===== src/rtl/grid_io_shadow_cfg_tile.sv =====
// IO grid tile: N_IO embedded-IO subtiles configured through one scan chain,
// with an optional shadow bank so pad direction only changes on a commit.
module grid_io_shadow_cfg_tile #(
  parameter int N_IO   = 8,
  parameter int SHADOW = 1
) (
  input  logic            prog_clk,
  input  logic            pReset_n,
  input  logic            IO_ISOL_N,
  input  logic            ccff_head,
  input  logic            ccff_en,
  input  logic            ccff_load,
  input  logic [N_IO-1:0] gfpga_pad_EMBEDDED_IO_HD_SOC_IN,
  output logic [N_IO-1:0] gfpga_pad_EMBEDDED_IO_HD_SOC_OUT,
  output logic [N_IO-1:0] gfpga_pad_EMBEDDED_IO_HD_SOC_DIR,
  input  logic [N_IO-1:0] io_outpad,
  output logic [N_IO-1:0] io_inpad,
  output logic            ccff_tail,
  output logic            cfg_loaded,
  output logic            cfg_count_ok
);

  localparam int L  = 2 * N_IO;
  localparam int CW = $clog2(L + 1);
  localparam logic [CW-1:0] CNT_FULL = CW'(L);
  // Counter parks one past L so an over-length shift never reads as exact.
  localparam logic [CW-1:0] CNT_SAT  = CW'(L + 1);

  logic [L-1:0]    sr;
  logic [L-1:0]    act;
  logic [CW-1:0]   cnt;
  logic [N_IO-1:0] oe;
  logic [N_IO-1:0] inv;
  logic [N_IO-1:0] drive_en;
  logic [N_IO-1:0] isol_mask;

  always_ff @(posedge prog_clk or negedge pReset_n) begin
    if (!pReset_n) begin
      sr           <= '0;
      cnt          <= '0;
      cfg_loaded   <= 1'b0;
      cfg_count_ok <= 1'b0;
    end else begin
      if (ccff_en) begin
        sr <= {sr[L-2:0], ccff_head};
      end
      if (ccff_load) begin
        cfg_loaded   <= 1'b1;
        cfg_count_ok <= (cnt == CNT_FULL);
        cnt          <= ccff_en ? CW'(1) : '0;
      end else if (ccff_en && (cnt != CNT_SAT)) begin
        cnt <= cnt + CW'(1);
      end
    end
  end

  generate
    if (SHADOW != 0) begin : g_shadow
      logic [L-1:0] shadow;

      // Captures the pre-edge chain, so a shift on the commit edge is not seen.
      always_ff @(posedge prog_clk or negedge pReset_n) begin
        if (!pReset_n) begin
          shadow <= '0;
        end else if (ccff_load) begin
          shadow <= sr;
        end
      end

      assign act = shadow;
    end else begin : g_direct
      assign act = sr;
    end
  endgenerate

  assign ccff_tail = sr[L-1];

  always_comb begin
    oe  = '0;
    inv = '0;
    for (int i = 0; i < N_IO; i++) begin
      oe[i]  = act[2*i];
      inv[i] = act[2*i+1];
    end
  end

  assign isol_mask = {N_IO{IO_ISOL_N}};
  assign drive_en  = isol_mask & oe;

  assign gfpga_pad_EMBEDDED_IO_HD_SOC_OUT = drive_en & (io_outpad ^ inv);
  assign gfpga_pad_EMBEDDED_IO_HD_SOC_DIR = ~drive_en;
  assign io_inpad = isol_mask & ~oe & (gfpga_pad_EMBEDDED_IO_HD_SOC_IN ^ inv);

endmodule


===== config.mk =====
export PLATFORM = sky130hd
export DESIGN_NAME = grid_io_shadow_cfg_tile
export DESIGN_NICKNAME = d
export VERILOG_FILES = /design/src/rtl/grid_io_shadow_cfg_tile.sv
export SDC_FILE = /design/constraint.sdc
export NUM_CORES = 1
export LEC_CHECK = 0
export ABC_AREA = 1
export ABC_CLOCK_PERIOD_IN_PS = 1300
export CAP_MARGIN = 0
export CORE_MARGIN = 5
export CORE_UTILIZATION = 30
export CTS_CLUSTER_DIAMETER = 200
export DETAILED_ROUTE_END_ITERATION = 16
export PLACE_DENSITY_LB_ADDON = 0.1
export SYNTH_ARGS = -nofsm -noshare
export SYNTH_HDL_FRONTEND = slang
export SYNTH_SLANG_ARGS = --single-unit

===== constraint.sdc =====
create_clock -name prog_clk -period 1.3 [get_ports prog_clk]
set_clock_uncertainty 0.2 [all_clocks]
set_input_delay 0.195 -clock prog_clk [delete_from_list [all_inputs] [get_ports prog_clk]]
set_output_delay 0.195 -clock prog_clk [all_outputs]
set_load 0.005 [all_outputs]

**Word level (Yosys, flattened, before mapping)**

Index checks and enable logic that the tools add are counted.

- Bits in registers: 39
- Input port bits: 22
- Output and inout port bits: 27
- Word-level logic and storage cells: 21

- Add/sub/neg operators: 1
- Eq/ne operators: 2
- Muxes and demuxes: 3
- Bitwise gates (word level): 8
- Reductions and logical operators: 2

Operators by type and width:

| operator | number |
|---|---|
| $and A8 B8 Y8 | 4 |
| $not A8 Y8 | 2 |
| $xor A8 B8 Y8 | 2 |
| $mux W5 | 2 |
| $add A5 B1 Y5 const B | 1 |
| $eq A5 B5 Y1 const B | 1 |
| $ne A5 B5 Y1 const B | 1 |
| $reduce_bool A2 Y1 | 1 |
| $logic_and A1 B1 Y1 | 1 |
| $mux W1 | 1 |

**Longest topological paths before layout**

Gate-level depths: netlist of run 1.

- Word-level depth: 4
- Depth in mapped cells: 9
- Gate-level depth less buffers: 9

**Least setup slack after synthesis of run 1**

No wires, ideal clock.

- Kind: register to register
- Start point: register cnt[1]
- End point: register cnt[0]
- Setup time: 0.118 ns
- Arrival: 1.018 ns
- Required time: 0.982 ns
- Slack: -0.035 ns
- Stages on the path, launching flop included: 10
- Buffers on the path: 0
- Period minus slack after synthesis: 1.335 ns
- Path through: dfrtp_1 > inv_1 > ha_1 > nand2_1 > inv_1 > nand2_2 > nand2_4 > nand2_4 > nand2_1 > o21ai_2

- Cells in the longest elaborated chain, start to end: 3

RTL lines:

| what | RTL line | RTL |
|---|---|---|
| start, declared | 31 | `logic [CW-1:0] cnt;` |
| start signal, assigned | 50 | `cnt <= ccff_en ? CW'(1) : '0;` |
| start signal, assigned | 52 | `cnt <= cnt + CW'(1);` |
| $ne A5 B5 Y1 | 51 | `end else if (ccff_en && (cnt != CNT_SAT)) begin` |
| $logic_and A1 B1 Y1 | 51 |  |
| $reduce_bool A2 Y1 (no source line) | - |  |

No other way between the ends.
A chain may end at the register's enable or synchronous reset.

**Final worst setup path of run 1**

- Start point: register g_shadow.shadow[3], in the netlist act[3]
- End point: output port gfpga_pad_EMBEDDED_IO_HD_SOC_OUT[1]

- Cells in the longest elaborated chain, start to end: 2

RTL lines:

| what | RTL line | RTL |
|---|---|---|
| start, declared | 59 | `logic [L-1:0] shadow;` |
| start signal, assigned | 66 | `shadow <= sr;` |
| $xor A8 B8 Y8 | 90 | `assign gfpga_pad_EMBEDDED_IO_HD_SOC_OUT = drive_en & (io_outpad ^ inv);` |
| $and A8 B8 Y8 | 90 |  |
| end, declared | 14 | `output logic [N_IO-1:0] gfpga_pad_EMBEDDED_IO_HD_SOC_OUT,` |

No other way between the ends.

==> results.json, run 1 <==
{
  "drv_cap": 0,
  "grt_max_degree": 29,
  "max_freq_ghz": 0.6408,
  "pin_count": 49,
  "dp_cells": 362,
  "drt-initial-drc-count": 64,
  "share_comb_of_total_power_pct": 27.9,
  "row_count": 28,
  "core_area_um2": 5956,
  "setup_viol": 27,
  "gp_congestion": 0.7254,
  "dp_hpwl_mm": 3.125,
  "crit_path_end_kind": "output port",
  "rsz0062_at_grt": "true",
  "synthesis.nets": 234,
  "pwr-share-clk_pct": 32.2,
  "worst_pin_slew_ns": 0.3242,
  "hp-class": "input pin to async pin",
  "synth.avg_cell_area_um2": 8.836,
  "ys_seq_area_share_pct": 52.85,
  "numPortBuffers": 48,
  "cts_root_buf": "clkbuf_8",
  "holdWs_ns": 0.1114,
  "p_leak_nw": 1.485,
  "grt_overflow": 0,
  "start_util_pct": 31.01,
  "pwr-share-seq_pct": 39.9,
  "fin_crit_ns": 1.561,
  "min_period_over_period_pct": 120.1,
  "p_sw_mw": 0.9662,
  "required_ns": 0.90,
  "htreeDepth": 2,
  "drt-wirelength-per-cell_um": 11.78,
  "dieArea_um2": 7825,
  "grt_usage_pct": 12.80,
  "totalPowerFinal_mw": 3.697,
  "outcome": "finished with violations",
  "synth_warnings": 0,
  "worstSkewPairLatency_ns": 0.30,
  "ant_nets": 0,
  "fp.dieW_um": 88.46,
  "grt_pass1_vias": 1729,
  "drt_wl_total_mm": 4.595,
  "num_vias": 1735,
  "area_growth_syn_to_layout_pct": 69.92,
  "post-synth-top-area-fraction_pct": 52.85,
  "power_density_nw_per_um2": 1178,
  "drive_above_1_share_pct": 43.17,
  "violations": "negative setup slack",
  "syn_area_um2": 1847,
  "r2r_cells": 9,
  "cp_max_fo": 2,
  "start_kind": "flop",
  "ys_seq_elements": 39,
  "grt_first_pass_wirelength_mm": 7.748,
  "p_sw_share_pct": 26.13,
  "slew_headroom_pct": 78.16,
  "numCtsBuffers": 5,
  "post-synth-top-area-cell": "dfrtp_1",
  "drv_slew": 0,
  "finalWorstSetupSlack_ns": -0.2607,
  "syn_inst": 209,
  "diodes": 0,
  "viasPerCell": 4.449,
  "clk_pin_slew_ns": 0.08,
  "cts_sinks": 39,
  "cts_tree": "done",
  "synthTopCellsByArea": "dfrtp_1 53%, nand2_1 9.1%, o21ai_0 6.5%",
  "vdd.ir_drop.worst_uv": 876.7,
  "final_cells": 390,
  "dr.pass1.iters": 4,
  "die_h_um": 88.46,
  "drc": 0,
  "cts_buffer_depth": 2,
  "synth_cell_types": 23,
  "crit_type": "flop to output port",
  "final_nets": 339,
  "internal_power_mw": 2.731,
  "hold_violations": 0,
  "antenna_found_initial": 0,
  "crit_arrival_ns": 1.17
}
## Yosys cell counts, drive strengths merged
master and n:
nand2 48, dfrtp 39, o21ai 34, inv 22
a21oi 15, nor2 12, buf 9, a211oi 8
o21a 8, nand3 4, ha 3, nand4 3
mux2 2, or2 1, xnor2 1
## worst max-delay path, stage by stage (launching register included)
cell and delay (ns):
dfrtp_1 0.40, buf_4 0.14, a21oi_2 0.11, o21a_1 0.11, buf_2 0.11
## cell usage in the layout (no fill, tap or decap), types with 2 or more instances in the layout
| cell type | count |
|---|---|
| o21a_1 | 8 |
| a211oi_2 | 8 |
| o21ai_0 | 16 |
| dfrtp_1 | 38 |
| nand2_1 | 37 |
| a21oi_2 | 4 |
| buf_4 | 36 |
| nand2_2 | 8 |
| inv_2 | 4 |
| nand4_1 | 3 |
| clkbuf_2 | 2 |
| mux2_2 | 2 |
| buf_12 | 6 |
| buf_2 | 18 |
| o21ai_1 | 8 |
| inv_1 | 18 |
| clkdlybuf4s50_1 | 19 |
| nor2_1 | 11 |
| nand2_4 | 2 |
| bufinv_16 | 2 |
| a21oi_1 | 11 |
| nand3_1 | 4 |
| ha_4 | 2 |
| o21ai_2 | 9 |
| clkbuf_8 | 5 |
| buf_6 | 23 |
## state kept, by name, indices dropped and copies added (netlist names)
signal / count
act: 16
sr: 16
cnt: 5
cfg_count_ok: 1
cfg_loaded: 1
## power groups by stage
stage	Clock [mW]	Sequential, mW	Combinational (mW)
floorplan	0	1.48	0.308
global placement	0	1.50	0.797
detailed placement	0	1.51	0.806
CTS	1.22	1.47	1.01
global route	1.27	1.50	1.15
finish	1.19	1.48	1.03
## what timing repair did
action / in CTS / in global routing
hold endpoints to repair: 39 / 0
hold buffers: 1 / 0
setup buffers: 19 / 3
pin swaps: 21 / 11
gates resized for setup: 150 / 24
setup endpoints to repair: 32 / 31
## cell type report
type / count / area [um2]
Timing Repair Buffer: 107 / 968.4
Inverter: 22 / 82.58
Sequential cell: 39 / 977.2
Tap cell: 75 / 93.84
Clock buffer: 6 / 72.57
Clock inverter: 2 / 60.06
Multi-Input combinational cell: 139 / 883.3
Fill cell: 557 / 2818
## kinds of logic after synthesis
logic type | count (synthesis) | share of synthesized area, %
AOI/OAI and AO/OA | 65 | 20.19
xor gates and xnor gates | 1 | 0.4743
adders and majority gates | 3 | 2.033
buffers and inverters | 31 | 7.520
DFF | 39 | 52.85
muxes | 2 | 1.219
and+or+nand+nor | 68 | 15.72
## worst paths after layout
check / start / slack [ns] / to
worst min-delay path: pReset_n / 0.11 / act[11]$_DFFE_PN0P_
min in group prog_clk: cfg_loaded$_DFFE_PN0P_ / 0.28 / cfg_loaded$_DFFE_PN0P_
worst max-delay path: act[3]$_DFFE_PN0P_ / -0.26 / gfpga_pad_EMBEDDED_IO_HD_SOC_OUT[1]
worst min register to register: cfg_loaded$_DFFE_PN0P_ / 0.28 / cfg_loaded$_DFFE_PN0P_
worst max register to register: cnt[1]$_DFFE_PN0P_ / -0.05 / cnt[3]$_DFFE_PN0P_
max in group asynchronous: pReset_n / 0.33 / cnt[0]$_DFFE_PN0P_
## metal layers
layer,wire [um],vias up,GRT usage (%)
met5,0,-,0
met3,225,6,2.793
met4,58,0,5.357
li1,-,903,-
met2,2253,32,21.07
met1,2059,794,16.28
## per-stage QoR
step           area, um2  setup TNS, ns  util [%]  setup WS, ns
2_1_floorplan       1847      -0.005429         -     -0.005429
6_report            3138         -3.892     52.69       -0.2607
3_3_place_gp        2728         -21.71     45.80       -0.8133
5_1_grt             3138         -5.455     52.69       -0.3151
3_5_place_dp        2728         -21.74     45.80       -0.8320
4_1_cts             3055         -4.034     51.30       -0.2699
No activity file was read; power rests on OpenSTA's default activity.
==> run 2, diff against run 1 <==
--- a/config.mk
+++ b/config.mk
@@ -6,13 +6,15 @@
 export NUM_CORES = 1
 export LEC_CHECK = 0
 export ABC_AREA = 1
-export ABC_CLOCK_PERIOD_IN_PS = 1300
 export CAP_MARGIN = 0
+export CELL_PAD_IN_SITES_DETAIL_PLACEMENT = 0
+export CELL_PAD_IN_SITES_GLOBAL_PLACEMENT = 1
 export CORE_MARGIN = 5
 export CORE_UTILIZATION = 30
 export CTS_CLUSTER_DIAMETER = 200
 export DETAILED_ROUTE_END_ITERATION = 16
 export PLACE_DENSITY_LB_ADDON = 0.1
+export SETUP_SLACK_MARGIN = 0.1
 export SYNTH_ARGS = -nofsm -noshare
 export SYNTH_HDL_FRONTEND = slang
 export SYNTH_SLANG_ARGS = --single-unit
==> run 2 against run 1 <==
Effect of this change: the run still ends with negative setup slack left; hold slack worse by 0.025 ns; clock power fell by 33%; combinational power about the same; largest cell class unchanged; highest routed layer unchanged.
==> results.json, run 2 (synthesized netlist as in run 1, its figures left out) <==
{
  "outcome": "finished with violations",
  "violations": "negative setup slack",
  "worstSkewPairLatency_ns": 0.29,
  "hold_violations": 0,
  "wl_met1_mm": 2.247,
  "row_count": 28,
  "cp_max_fo": 2,
  "grt_pass1_vias": 1670,
  "drt-initial-drc-count": 84,
  "gp_congestion": 0.7303,
  "min_to": "sr[10]$_DFFE_PN0P_",
  "grt_first_pass_wirelength_mm": 7.852,
  "fill_cells": 586,
  "cts_sinks": 39,
  "routed-wl-met2_mm": 2.364,
  "final_util_pct": 51.47,
  "seqCellArea_um2": 977.2,
  "drv_cap": 0,
  "power_density_nw_per_um2": 1078,
  "pin_count": 49,
  "vdd.ir_drop.worst_uv": 467.8,
  "worst_pin_slew_ns": 0.2739,
  "rsz0062_at_grt": "true",
  "core_area_um2": 5956,
  "drt_wl_total_mm": 4.954,
  "final_common_cell": "dfrtp_1",
  "wl_met3_um": 290,
  "min_path_cells": 3,
  "crit_arrival_ns": 1.25,
  "p_leak_nw": 1.462,
  "grt_max_degree": 31,
  "die_h_um": 88.46,
  "grt_usage_pct": 12.97,
  "ant_nets": 0,
  "fp.dieW_um": 88.46,
  "clk_pin_slew_ns": 0.08,
  "numPortBuffers": 48,
  "cts_buffer_depth": 2,
  "final_nets": 338,
  "r2r_cells": 8,
  "hp-start": "ccff_en",
  "dp_hpwl_mm": 3.171,
  "hp-class": "input pin to flop",
  "slew_headroom_pct": 81.74,
  "dr.pass1.iters": 4,
  "rr_startpoint": "cnt[0]$_DFFE_PN0P_",
  "numCtsBuffers": 5,
  "multiInputGateArea_um2": 887.1,
  "crit_type": "flop to output port",
  "r2r_slack_ns": -0.07,
  "crit_path_end_kind": "output port",
  "grt_overflow": 0,
  "setup_viol": 24,
  "reg2reg_to": "cnt[0]$_DFFE_PN0P_",
  "htreeDepth": 2,
  "dieArea_um2": 7825,
  "max_freq_ghz": 0.6088,
  "drv_slew": 0,
  "drt-wirelength-per-cell_um": 12.74,
  "start_util_pct": 31.01,
  "area_growth_syn_to_layout_pct": 65.99,
  "required_ns": 0.90,
  "finalWorstSetupSlack_ns": -0.3427,
  "start_kind": "flop",
  "cts_root_buf": "clkbuf_8",
  "diodes": 0,
  "cts_tree": "done",
  "place_ws_ns": -0.8354,
  "viasPerCell": 4.586,
  "final_cell_mix": "38 x dfrtp_1, 33 x nand2_1, 30 x buf_4, 29 x buf_6, 23 x buf_2",
  "drc": 0,
  "drive_above_1_share_pct": 44.90,
  "topRoutingLayerUsed": "met4",
  "antenna_found_initial": 0,
  "num_vias": 1784,
  "fin_crit_ns": 1.643,
  "min_period_over_period_pct": 126.4
}
==> run 2: cell count changes in the layout (fill, tap and decap cells not counted), sizes merged <==
cell	change
buf	+2
bufinv	-2
clkbuf	-1
clkdlybuf4s15	-1
clkdlybuf4s50	-2
clkinv	+1
dlymetal6s2s	+2
==> run 2: cell type report <==
class / instances / area share, %
inverter: 22 / 2.776
clock inverter: 1 / 0.1633
multi-input combinational: 139 / 28.94
tap: 75 / 3.061
timing repair buffer: 106 / 30.69
sequential: 39 / 31.88
clock buffer: 7 / 2.490
==> run 2: worst max path at each step <==
| stage | startpoint | endpoint | slack [ns] | cells after the start |
|---|---|---|---|---|
| finish | act[9]$_DFFE_PN0P_ | gfpga_pad_EMBEDDED_IO_HD_SOC_OUT[4] | -0.34 | 5 |
| global placement | IO_ISOL_N | io_inpad[6] | -0.82 | 4 |
| detailed placement | IO_ISOL_N | io_inpad[6] | -0.84 | 4 |
| floorplan | cnt[1]$_DFFE_PN0P_ | cnt[0]$_DFFE_PN0P_ | -0.004 | 9 |
| global route | act[5]$_DFFE_PN0P_ | io_inpad[2] | -0.41 | 4 |
| CTS | act[9]$_DFFE_PN0P_ | io_inpad[4] | -0.33 | 4 |
==> run 2: power breakdown <==
part | switching (mW) | internal (mW) | leakage [nW]
clock | 0.418 | 0.377 | 0.0422
sequential | 0.121 | 1.37 | 0.471
combinational | 0.434 | 0.588 | 0.949
total | 0.972 | 2.33 | 1.46
==> run 2: what timing repair did <==
item                       4_1_cts  5_1_grt
gates resized for setup        142       46
setup buffers                   19        6
hold buffers                     1        0
hold endpoints to repair        39        0
pin swaps                       17       12
setup endpoints to repair       33       47
==> run 2: worst max-delay path, cell delays in order (launching register included) <==
cell and delay, ns:
dfrtp_1 0.39, buf_4 0.14, buf_6 0.10, a21oi_2 0.10
o21a_1 0.12, buf_2 0.11
==> run 2: layer usage <==
layer	vias to the layer above	global-route usage [%]
met5	-	0
met4	0	4.945
met2	36	20.53
li1	907	-
met3	5	2.793
met1	836	17.40
==> run 2: per-stage QoR <==
| step | hold WS (ns) | power, mW | cell area (um2) | std cells | TNS [ns] |
|---|---|---|---|---|---|
| 2_1_floorplan | -0.3006 | 1.798 | 1859 | 209 | -0.003596 |
| 3_3_place_gp | -0.1130 | 2.266 | 2658 | 356 | -21.58 |
| 3_5_place_dp | -0.1106 | 2.269 | 2658 | 356 | -22.02 |
| 4_1_cts | 0.1061 | 3.205 | 2860 | 383 | -4.194 |
| 5_1_grt | 0.1040 | 3.520 | 3065 | 389 | -5.899 |
| 6_report | 0.08639 | 3.306 | 3065 | 389 | -4.441 |
==> run 3, diff against run 2 <==
--- a/config.mk
+++ b/config.mk
@@ -14,6 +14,7 @@
 export CTS_CLUSTER_DIAMETER = 200
 export DETAILED_ROUTE_END_ITERATION = 16
 export PLACE_DENSITY_LB_ADDON = 0.1
+export REMOVE_ABC_BUFFERS = 1
 export SETUP_SLACK_MARGIN = 0.1
 export SYNTH_ARGS = -nofsm -noshare
 export SYNTH_HDL_FRONTEND = slang
==> run 3 against run 2 <==
Effect of this change: the flow still finishes with violations (negative setup slack); final cell count fell by 0.51%; power rose by 12%; register-to-register slack improved by 0.02 ns; clock-buffer cell count fell by 1; sequential share of layout area fell by 0.51 points; highest routed layer unchanged; die area did not move; first-iteration DRC count fell by 54%.
==> results.json, run 3 (synthesized netlist as in run 1, its figures left out) <==
{
  "outcome": "finished with violations",
  "violations": "negative setup slack",
  "cts_buffer_depth": 2,
  "num_vias": 1739,
  "multiInputGateArea_um2": 910.9,
  "max_freq_ghz": 0.6256,
  "cts_root_buf": "clkbuf_8",
  "setup_viol": 27,
  "numCtsBuffers": 5,
  "drt-wirelength-per-cell_um": 12.58,
  "place_ws_ns": -0.8851,
  "worst_pin_slew_ns": 0.3322,
  "grt_first_pass_wirelength_mm": 8.100,
  "drc": 0,
  "fp.dieW_um": 88.46,
  "cts_sinks": 39,
  "finalWorstSetupSlack_ns": -0.2986,
  "dieArea_um2": 7825,
  "hold_violations": 0,
  "start_util_pct": 31.01,
  "drt-initial-drc-count": 39,
  "drive_above_1_share_pct": 46.79,
  "grt_max_degree": 40,
  "dr.pass1.iters": 4,
  "fin_tns_setup_ns": -4.251,
  "final_cell_mix": "37 x dfrtp_1, 34 x nand2_1, 31 x buf_4, 29 x buf_6, 20 x buf_2",
  "die_h_um": 88.46,
  "start_kind": "flop",
  "core_area_um2": 5956,
  "min_period_over_period_pct": 123.0,
  "cts_tree": "done",
  "row_count": 28,
  "vdd.ir_drop.worst_uv": 875.8,
  "slew_headroom_pct": 77.62,
  "worstSkewPairLatency_ns": 0.29,
  "power_density_nw_per_um2": 1186,
  "final_nets": 336,
  "fill_cells": 575,
  "crit_type": "flop to output port",
  "rsz0062_at_grt": "true",
  "crit_arrival_ns": 1.20,
  "grt_usage_pct": 13.38,
  "diodes": 0,
  "viasPerCell": 4.494,
  "htreeDepth": 2,
  "final_common_cell": "dfrtp_1",
  "ant_nets": 0,
  "pin_count": 49,
  "placed_area_um2": 2625,
  "totalPowerFinal_mw": 3.700,
  "required_ns": 0.90,
  "area_growth_syn_to_layout_pct": 68.90,
  "drv_cap": 0,
  "p_leak_nw": 1.458,
  "hp-class": "input pin to flop",
  "fin_crit_ns": 1.599,
  "crit_path_end_kind": "output port",
  "cp_max_fo": 2,
  "grt_overflow": 0,
  "drt_wl_total_mm": 4.867,
  "drv_slew": 0,
  "dp_hpwl_mm": 3.158,
  "fin_area_um2": 3119,
  "gp_congestion": 0.7245,
  "clk_pin_slew_ns": 0.08,
  "seqCellArea_um2": 978.4,
  "antenna_found_initial": 0,
  "numPortBuffers": 48,
  "grt_pass1_vias": 1742
}
## run 3: changes by cell type in the layout (fill, tap and decap cells not counted), moves of 2 or more
cell and delta:
o21ai_0 -2, buf_2 -3, a21oi_2 +2, o21ai_1 +3, a211oi_2 +3, inv_2 +2
a211oi_1 -3, inv_1 -2, a21oi_1 -2, bufinv_16 +2
## run 3: report_power, final
group          internal [mW]  switching (mW)
clock network          0.767           0.420
registers               1.37           0.117
logic                  0.589           0.438
## run 3: what timing repair did
action / 4_1_cts / 5_1_grt
gates resized for setup: 158 / 41
setup buffers: 21 / 6
endpoints found under the setup margin: 33 / 43
endpoints found under the hold margin: 39 / 0
pin swaps: 20 / 16
hold buffers: 1 / 0
## run 3: final cells by class
class / count / area share, %
clock buffers: 6 / 2.327
clock inverters: 2 / 1.925
inverters: 22 / 2.768
multi-input cells: 139 / 29.20
flip-flops and latches: 39 / 31.37
well taps: 75 / 3.008
repair buffers: 104 / 29.40
## run 3: worst max-delay path, cell delays in order (launching register included)
cell     delay (ns)
dfrtp_1        0.41
buf_6          0.13
buf_6          0.10
o21a_1         0.17
buf_2          0.12
## run 3: metrics by stage
step / utilization, % / hold WS [ns] / cells
after floorplan: - / -0.3006 / 200
after global placement: 44.08 / -0.01896 / 355
after detailed placement: 44.08 / -0.01675 / 355
after CTS: 49.68 / 0.1952 / 383
after global routing: 52.37 / 0.05940 / 387
final: 52.37 / 0.06200 / 387
## run 3: routing by layer
| layer | up-vias | routed length, um | track usage, % |
|---|---|---|---|
| met5 | - | 0 | 0 |
| met4 | 0 | 23 | 3.297 |
| met3 | 2 | 253 | 4.097 |
| met2 | 33 | 2399 | 21.96 |
| met1 | 807 | 2191 | 17.30 |
| li1 | 897 | - | - |
## run 3: path summary, 6_finish.rpt
kind	startpoint	end	slack (ns)	depth (start not counted)
max reg2reg	cnt[1]$_DFFE_PN0P_	cnt[0]$_DFFE_PN0P_	-0.05	9
max in group asynchronous	pReset_n	cnt[0]$_DFFE_PN0P_	0.49	3
min reg2reg	cfg_count_ok$_DFFE_PN0P_	cfg_count_ok$_DFFE_PN0P_	0.30	2
min	ccff_load	cfg_loaded$_DFFE_PN0P_	0.06	2
max	act[3]$_DFFE_PN0P_	gfpga_pad_EMBEDDED_IO_HD_SOC_OUT[1]	-0.30	4
min in group asynchronous	pReset_n	cnt[1]$_DFFE_PN0P_	0.20	3
